File: src/rtl/dm_wb_cache_controller_if.sv
// Request and memory bus bundle for the direct-mapped write-back cache.
// The slave view is the cache controller. The master view is the CPU together
// with the backing memory that surround the controller.
interface dm_wb_cache_controller_if #(
  parameter int ADDR_W = 32,
  parameter int DATA_W = 32
);
  // CPU request/response side
  logic              rd;
  logic              wr;
  logic [ADDR_W-1:0] addr_req;
  logic [DATA_W-1:0] data_wr;
  logic [DATA_W-1:0] data_rd;
  logic [ADDR_W-1:0] addr_resp;
  logic              rdy;
  logic              busy;

  // single-word memory side
  logic              rd_mem;
  logic              wr_mem;
  logic              busy_mem;
  logic [ADDR_W-1:0] addr_mem;
  logic [DATA_W-1:0] data_wr_mem;
  logic [DATA_W-1:0] data_rd_mem;

  modport slave (
    input  rd, wr, addr_req, data_wr, busy_mem, data_rd_mem,
    output data_rd, addr_resp, rdy, busy, rd_mem, wr_mem, addr_mem, data_wr_mem
  );

  modport master (
    output rd, wr, addr_req, data_wr, busy_mem, data_rd_mem,
    input  data_rd, addr_resp, rdy, busy, rd_mem, wr_mem, addr_mem, data_wr_mem
  );
endinterface

File: src/rtl/dm_wb_cache_controller.sv
// Direct-mapped, write-back, write-allocate cache controller.
// Hits complete through RESP without memory traffic. A miss first writes back
// a dirty victim word by word, then fills the line word by word, then responds.
// Every memory transfer is a one-cycle strobe followed by waiting for the first
// cycle with busy_mem low; only one transfer is ever outstanding.
module dm_wb_cache_controller #(
  parameter int ADDR_W   = 32,
  parameter int DATA_W   = 32,
  parameter int INDEX_W  = 4,
  parameter int OFFSET_W = 2,
  parameter int CNT_W    = 32
) (
  input  logic                   clk,
  input  logic                   rst,
  dm_wb_cache_controller_if.slave bus,
  output logic [CNT_W-1:0]       cache_hit_count,
  output logic [CNT_W-1:0]       cache_miss_count,
  output logic [CNT_W-1:0]       cache_wb_count
);

  localparam int LINES   = 1 << INDEX_W;
  localparam int WORDS   = 1 << OFFSET_W;
  localparam int TAG_LSB = INDEX_W + OFFSET_W + 2;
  localparam int TAG_W   = ADDR_W - TAG_LSB;

  typedef enum logic [1:0] {
    S_IDLE,
    S_WB,
    S_FILL,
    S_RESP
  } state_t;

  // storage: tags and data are plain arrays, valid/dirty are flag vectors
  logic [TAG_W-1:0]  tag_arr  [LINES];
  logic [DATA_W-1:0] data_arr [LINES][WORDS];
  logic [LINES-1:0]  valid_q;
  logic [LINES-1:0]  dirty_q;

  state_t            state_q;
  logic [ADDR_W-1:0] req_addr_q;
  logic [DATA_W-1:0] req_data_q;
  logic              req_wr_q;
  logic [OFFSET_W-1:0] word_q;
  logic              pend_q;

  logic              rd_mem_q;
  logic              wr_mem_q;
  logic [ADDR_W-1:0] addr_mem_q;
  logic [DATA_W-1:0] data_wr_mem_q;
  logic [DATA_W-1:0] data_rd_q;
  logic [ADDR_W-1:0] addr_resp_q;
  logic              rdy_q;
  logic              busy_q;
  logic [CNT_W-1:0]  hit_count_q;
  logic [CNT_W-1:0]  miss_count_q;
  logic [CNT_W-1:0]  wb_count_q;

  // address fields of the live request and of the latched request
  logic [TAG_W-1:0]    in_tag;
  logic [INDEX_W-1:0]  in_idx;
  logic [TAG_W-1:0]    req_tag;
  logic [INDEX_W-1:0]  req_idx;
  logic [OFFSET_W-1:0] req_word;
  logic [OFFSET_W-1:0] next_word;
  logic                lookup_hit;
  logic                victim_dirty;
  logic                xfer_done;
  logic                last_word;

  assign in_tag   = bus.addr_req[ADDR_W-1:TAG_LSB];
  assign in_idx   = bus.addr_req[TAG_LSB-1:OFFSET_W+2];
  assign req_tag  = req_addr_q[ADDR_W-1:TAG_LSB];
  assign req_idx  = req_addr_q[TAG_LSB-1:OFFSET_W+2];
  assign req_word = req_addr_q[OFFSET_W+1:2];

  assign next_word    = word_q + OFFSET_W'(1);
  assign last_word    = &word_q;
  assign lookup_hit   = valid_q[in_idx] && (tag_arr[in_idx] == in_tag);
  assign victim_dirty = valid_q[in_idx] && dirty_q[in_idx];
  // the strobe cycle itself never completes a transfer
  assign xfer_done    = pend_q && !rd_mem_q && !wr_mem_q && !bus.busy_mem;

  // Line storage updates: fill words, tag at end of fill, CPU write in RESP.
  // NOTE: tag/data arrays carry no reset; valid_q alone decides whether their contents mean anything.
  always_ff @(posedge clk) begin
    if (state_q == S_FILL && xfer_done) begin
      data_arr[req_idx][word_q] <= bus.data_rd_mem;
      if (last_word) begin
        tag_arr[req_idx] <= req_tag;
      end
    end
    if (state_q == S_RESP && req_wr_q) begin
      data_arr[req_idx][req_word] <= req_data_q;
    end
  end

  // Control FSM with registered strobes, response outputs and statistics.
  // NOTE: sequential state uses non-blocking assignments so every register samples pre-edge values.
  always_ff @(posedge clk or posedge rst) begin
    if (rst) begin
      state_q       <= S_IDLE;
      valid_q       <= '0;
      dirty_q       <= '0;
      req_addr_q    <= '0;
      req_data_q    <= '0;
      req_wr_q      <= 1'b0;
      word_q        <= '0;
      pend_q        <= 1'b0;
      rd_mem_q      <= 1'b0;
      wr_mem_q      <= 1'b0;
      addr_mem_q    <= '0;
      data_wr_mem_q <= '0;
      data_rd_q     <= '0;
      addr_resp_q   <= '0;
      rdy_q         <= 1'b0;
      busy_q        <= 1'b0;
      hit_count_q   <= '0;
      miss_count_q  <= '0;
      wb_count_q    <= '0;
    end else begin
      // single-cycle pulses fall back to 0 unless re-armed below
      rdy_q    <= 1'b0;
      rd_mem_q <= 1'b0;
      wr_mem_q <= 1'b0;

      case (state_q)
        S_IDLE: begin
          if (bus.rd || bus.wr) begin
            busy_q     <= 1'b1;
            req_addr_q <= bus.addr_req;
            req_data_q <= bus.data_wr;
            req_wr_q   <= bus.wr;
            word_q     <= '0;
            if (lookup_hit) begin
              hit_count_q <= hit_count_q + CNT_W'(1);
              state_q     <= S_RESP;
            end else begin
              miss_count_q    <= miss_count_q + CNT_W'(1);
              valid_q[in_idx] <= 1'b0;
              pend_q          <= 1'b1;
              if (victim_dirty) begin
                state_q       <= S_WB;
                wr_mem_q      <= 1'b1;
                addr_mem_q    <= {tag_arr[in_idx], in_idx, {OFFSET_W{1'b0}}, 2'b00};
                data_wr_mem_q <= data_arr[in_idx][0];
              end else begin
                state_q    <= S_FILL;
                rd_mem_q   <= 1'b1;
                addr_mem_q <= {in_tag, in_idx, {OFFSET_W{1'b0}}, 2'b00};
              end
            end
          end
        end

        S_WB: begin
          if (xfer_done) begin
            if (last_word) begin
              wb_count_q       <= wb_count_q + CNT_W'(1);
              dirty_q[req_idx] <= 1'b0;
              word_q           <= '0;
              state_q          <= S_FILL;
              rd_mem_q         <= 1'b1;
              addr_mem_q       <= {req_tag, req_idx, {OFFSET_W{1'b0}}, 2'b00};
            end else begin
              word_q        <= next_word;
              wr_mem_q      <= 1'b1;
              addr_mem_q    <= {tag_arr[req_idx], req_idx, next_word, 2'b00};
              data_wr_mem_q <= data_arr[req_idx][next_word];
            end
          end
        end

        S_FILL: begin
          if (xfer_done) begin
            if (last_word) begin
              valid_q[req_idx] <= 1'b1;
              pend_q           <= 1'b0;
              state_q          <= S_RESP;
            end else begin
              word_q     <= next_word;
              rd_mem_q   <= 1'b1;
              addr_mem_q <= {req_tag, req_idx, next_word, 2'b00};
            end
          end
        end

        S_RESP: begin
          rdy_q       <= 1'b1;
          busy_q      <= 1'b0;
          addr_resp_q <= req_addr_q;
          if (req_wr_q) begin
            dirty_q[req_idx] <= 1'b1;
          end else begin
            data_rd_q <= data_arr[req_idx][req_word];
          end
          state_q <= S_IDLE;
        end

        default: state_q <= S_IDLE;
      endcase
    end
  end

  assign bus.rd_mem      = rd_mem_q;
  assign bus.wr_mem      = wr_mem_q;
  assign bus.addr_mem    = addr_mem_q;
  assign bus.data_wr_mem = data_wr_mem_q;
  assign bus.data_rd     = data_rd_q;
  assign bus.addr_resp   = addr_resp_q;
  assign bus.rdy         = rdy_q;
  assign bus.busy        = busy_q;

  assign cache_hit_count  = hit_count_q;
  assign cache_miss_count = miss_count_q;
  assign cache_wb_count   = wb_count_q;

endmodule

File: src/flat_wrapper.sv
// flat-port wrapper written by rule: the top's interface ports become plain ports
module dm_wb_cache_controller_flat 
#(
  parameter int ADDR_W   = 32,
  parameter int DATA_W   = 32,
  parameter int INDEX_W  = 4,
  parameter int OFFSET_W = 2,
  parameter int CNT_W    = 32
)
  (clk, rst, cache_hit_count, cache_miss_count, cache_wb_count, bus_rd, bus_wr, bus_addr_req, bus_data_wr, bus_busy_mem, bus_data_rd_mem, bus_data_rd, bus_addr_resp, bus_rdy, bus_busy, bus_rd_mem, bus_wr_mem, bus_addr_mem, bus_data_wr_mem);
  dm_wb_cache_controller_if #(.ADDR_W(ADDR_W), .DATA_W(DATA_W)) bus_i ();
  input  logic clk;
  input  logic rst;
  output logic [CNT_W-1:0] cache_hit_count;
  output logic [CNT_W-1:0] cache_miss_count;
  output logic [CNT_W-1:0] cache_wb_count;
  input wire logic [$bits(bus_i.rd)-1:0] bus_rd;
  input wire logic [$bits(bus_i.wr)-1:0] bus_wr;
  input wire logic [$bits(bus_i.addr_req)-1:0] bus_addr_req;
  input wire logic [$bits(bus_i.data_wr)-1:0] bus_data_wr;
  input wire logic [$bits(bus_i.busy_mem)-1:0] bus_busy_mem;
  input wire logic [$bits(bus_i.data_rd_mem)-1:0] bus_data_rd_mem;
  output wire logic [$bits(bus_i.data_rd)-1:0] bus_data_rd;
  output wire logic [$bits(bus_i.addr_resp)-1:0] bus_addr_resp;
  output wire logic [$bits(bus_i.rdy)-1:0] bus_rdy;
  output wire logic [$bits(bus_i.busy)-1:0] bus_busy;
  output wire logic [$bits(bus_i.rd_mem)-1:0] bus_rd_mem;
  output wire logic [$bits(bus_i.wr_mem)-1:0] bus_wr_mem;
  output wire logic [$bits(bus_i.addr_mem)-1:0] bus_addr_mem;
  output wire logic [$bits(bus_i.data_wr_mem)-1:0] bus_data_wr_mem;
  assign bus_i.rd = bus_rd;
  assign bus_i.wr = bus_wr;
  assign bus_i.addr_req = bus_addr_req;
  assign bus_i.data_wr = bus_data_wr;
  assign bus_i.busy_mem = bus_busy_mem;
  assign bus_i.data_rd_mem = bus_data_rd_mem;
  assign bus_data_rd = bus_i.data_rd;
  assign bus_addr_resp = bus_i.addr_resp;
  assign bus_rdy = bus_i.rdy;
  assign bus_busy = bus_i.busy;
  assign bus_rd_mem = bus_i.rd_mem;
  assign bus_wr_mem = bus_i.wr_mem;
  assign bus_addr_mem = bus_i.addr_mem;
  assign bus_data_wr_mem = bus_i.data_wr_mem;
  dm_wb_cache_controller #(.ADDR_W(ADDR_W), .DATA_W(DATA_W), .INDEX_W(INDEX_W), .OFFSET_W(OFFSET_W), .CNT_W(CNT_W)) u_core (.clk(clk), .rst(rst), .bus(bus_i), .cache_hit_count(cache_hit_count), .cache_miss_count(cache_miss_count), .cache_wb_count(cache_wb_count));
endmodule
File: config.mk
export PLATFORM = sky130hd
export DESIGN_NAME = dm_wb_cache_controller_flat
export DESIGN_NICKNAME = d
export VERILOG_FILES = /design/src/rtl/dm_wb_cache_controller_if.sv /design/src/rtl/dm_wb_cache_controller.sv /design/src/flat_wrapper.sv
export SDC_FILE = /design/constraint.sdc
export NUM_CORES = 2
export LEC_CHECK = 0
export BUFFER_PORTS_ARGS = -buffer_cell sky130_fd_sc_hd__buf_4
export CAP_MARGIN = 20
export CELL_PAD_IN_SITES_DETAIL_PLACEMENT = 1
export CELL_PAD_IN_SITES_GLOBAL_PLACEMENT = 2
export CORE_ASPECT_RATIO = 1.2
export CORE_MARGIN = 10
export CORE_UTILIZATION = 53
export CTS_CLUSTER_SIZE = 14
export DETAILED_ROUTE_END_ITERATION = 8
export GPL_TIMING_DRIVEN = 0
export PLACE_DENSITY_LB_ADDON = 0.1
export SLEW_MARGIN = 10
export SYNTH_ARGS = -nofsm -noshare
export SYNTH_HDL_FRONTEND = slang
export SYNTH_SLANG_ARGS = --single-unit
File: constraint.sdc
create_clock -name clk -period 28.1 [get_ports clk]
set_input_delay 5.62 -clock clk [delete_from_list [all_inputs] [get_ports clk]]
set_output_delay 5.62 -clock clk [all_outputs]
set_load 0.01 [all_outputs]
==> flow_summary_export.csv <==
group,metric,value,unit
outcome,status,"finished clean",
placement,globalplace.congestion,0.885,
pwr,p_sw_share,35.4,%
clock_network,cts_root_buffer,"clkbuf_16",
route,num_vias,68400,
clock_network,clk_pin_slew,0.06,ns
timing,finalMaxSlewViolations,0,
logic_synthesis,ys_seq_elements,2760,
route,drt_drc_violations_left,0,
global_routing,grt_first_pass_wirelength,570000,um
die,rows,189,
global_routing,grt_pass1_vias,70100,
global_routing,grt_usage,34.0,%
clock_network,cts_tree,"yes",
timing,max_freq,0.0898,GHz
die,start_util,53.1,%
logic_synthesis,syn_area,0.117,mm^2
logic_synthesis,synth.avg_cell_area,19.8,um^2
clock_network,h-tree-depth,5,
pwr,leakagePower,45.6,nW
placement,preCtsSetupSlack,16.26,ns
placement,dp.cells,9359,
pwr,seqPwrFrac,37.2,%
die,die_h,535,um
clock_network,cts_setup_buffers,0,
setup_path,crit_path_end_kind,"flip-flop",
setup_path,required,28.81,ns
timing,fin_crit_sh,39.6,%
pwr,power_frac_comb,35.5,%
clock_network,cts_hold_buf,0,
timing,fin_hold_ws,0.470,ns
timing,rsz0062_at_grt,"no",
timing,timing_hold_violations_final,0,
timing,worst_pin_slew,1.29,ns
pwr,p_switching,4.85,mW
worst_hold_path,min_path_cells,1,
pwr,pwr-share-clk,27.3,%
finish,instances_no_fill,9909,
logic_synthesis,synth_top_cell_by_area,"edfxtp_1",
die,ios,329,
logic_synthesis,yosysTopAreaCellShare,62.3,%
setup_path,crit_type,"primary input to flip-flop",
finish,area_delta_synth_final,16.8,%
placement,numPortBuffers,321,
logic_synthesis,yosys_warnings,0,
pwr,design_power_total,13.7,mW
finish,largest_register_ffs,2048,
clock_network,insertion_delay,0.90,ns
pwr,power.internal,8.84,mW
global_routing,grt_max_degree,90,
finish,regMostFlops,"u_core.data_arr",
logic_synthesis,synth.distinct_cells,69,
die,design.die.area,0.240,mm^2
clock_network,cts.sinks,2760,
global_routing,antenna_found_initial,18,
die,die_w,449,um
worst_hold_path,hold_class,"flip-flop to flip-flop",
timing,skew,0.0549,ns
logic_synthesis,synth_flop_cell,"edfxtp_1",
timing,setup-tns-final,0,ns
setup_path,critPathLaunchType,"primary input",
timing,fin_ws,16.97,ns
route,drt_iter0_markers,9736,
die,coreArea,0.221,mm^2
timing,layout_min_cycle_time,11.13,ns
finish,nets,6840,
finish,top_regs,"u_core.data_arr (2048), u_core.tag_arr (384)",
route,postRouteAntennaNets,0,
flow_run,maxCapViolations,0,
clock_network,ctsResizeCount,0,
logic_synthesis,yosys-top-cells-area,"edfxtp_1, mux4_2, dfrtp_1, mux2_2, nand2_1",
global_routing,overflow,0,
timing,max-slew-margin-rel,13.7,%
clock_network,numCtsBuffers,286,
finish,drive_gt1_share,33.9,%
setup_path,arrival,11.84,ns
clock_network,clk_path_buf_depth,4,
pwr,peakVddDrop,68.8,uV
logic_synthesis,ys_seq_area_share,69.3,%
route,viasPerCell,6.90,
setup_path,cp_max_fo,10,
logic_synthesis,synth_edf_count,2432,
logic_synthesis,async_flop_share,11.9,%
pwr,power_density,100,mW/mm^2
logic_synthesis,syn_inst,5914,
logic_synthesis,ys_top_cells_by_count,"edfxtp_1, mux4_2, nand2_1",
logic_synthesis,synth.most_common_cell,"edfxtp_1",
route,wl,413000,um
route,post_drt_wl_per_cell,41.6,um
placement,dp_hpwl,294000,um
route,first_pass_iters,5,
setup_path,rr_worst_depth,9,
timing,setup_violations,0,
worst paths after layout:
check                                       startpoint                     endpoint  slack (ns)
setup / recovery                       bus_addr_req[4]      u_core.bus.addr_mem[16]       16.97
hold / removal             u_core.cache_miss_count[31]  u_core.cache_miss_count[31]        0.47
setup reg to reg                  u_core.req_addr_q[4]      u_core.data_arr[7][113]       21.97
hold reg to reg            u_core.cache_miss_count[31]  u_core.cache_miss_count[31]        0.47
max in group asynchronous                          rst       u_core.bus.data_rd[24]       21.44
min in group asynchronous                          rst    u_core.cache_wb_count[31]        4.78
layer usage:
| metal | global-route usage [%] | up-vias | wire, um | share of wire (%) |
|---|---|---|---|---|
| met5 | 0 | - | 36 | 0.0087 |
| met4 | 20.8 | 6 | 30500 | 7.4 |
| met3 | 7.95 | 1017 | 43200 | 10 |
| met2 | 52.3 | 4752 | 192000 | 46 |
| met1 | 44.3 | 36600 | 147000 | 36 |
| li1 | - | 26000 | - | - |
cells by family after synthesis:
family | share of synthesized area [%]
compound gates | 1.41
xor+xnor | 0.889
fa+ha+maj | 0.128
buf+inv | 1.44
flops | 69.3
mux | 23.2
other cells | 0.00320
simple gates | 3.68
metrics by stage:
stage               instance area [um^2]  utilization [%]
floorplan                         117000                -
global placement                  123000             55.9
detailed placement                127000             57.7
CTS                               136000             61.8
global route                      137000             62.0
finish                            137000             62.0
cell type report:
class	count	area (um^2)
Buffer	376	1590
Clock inverter	116	1020
Antenna cell	7	17.5
Clock buffer	387	7950
Inverter	36	143
Timing Repair Buffer	524	6250
Tap cell	2960	3700
Fill cell	18400	83800
Sequential cell	2760	81200
Multi-Input combinational cell	2743	35000
critical path: stages:
cell      delay (ns)
buf_2           0.24
buf_4           0.33
clkinv_1        0.52
buf_4           0.46
mux2i_1         0.57
xor2_1          0.30
a21oi_1         0.13
nor4_1          0.82
nand4_2         0.53
nor2_1          0.42
o31a_1          0.57
buf_2           0.60
buf_2           0.52
o22ai_1         0.13
layout by cell type (no fill, tap or decap), types with 67 or more instances in the layout:
master	netlist	routed
dfrtp_1	328	328
buf_1	98	84
nand3_1	69	69
mux2i_1	103	103
xnor2_1	71	71
nand2_1	579	579
nor2_1	175	94
o21ai_0	67	67
clkbuf_1	230	279
clkbuf_16	0	295
nor2_4	0	80
mux4_2	1057	1057
mux2_2	206	206
buf_4	11	333
edfxtp_1	2432	2432
power by group through the flow:
| stage | Combinational, mW | Sequential [mW] | Clock, mW |
|---|---|---|---|
| final | 4.86 | 5.09 | 3.74 |
| after global routing | 4.94 | 5.11 | 3.93 |
| after CTS | 4.73 | 5.08 | 3.76 |
| after detailed placement | 4.71 | 5.17 | 0 |
| after global placement | 4.49 | 5.15 | 0 |
| after floorplan | 2.45 | 5.09 | 0 |
No activity file was read; power rests on OpenSTA's default activity.
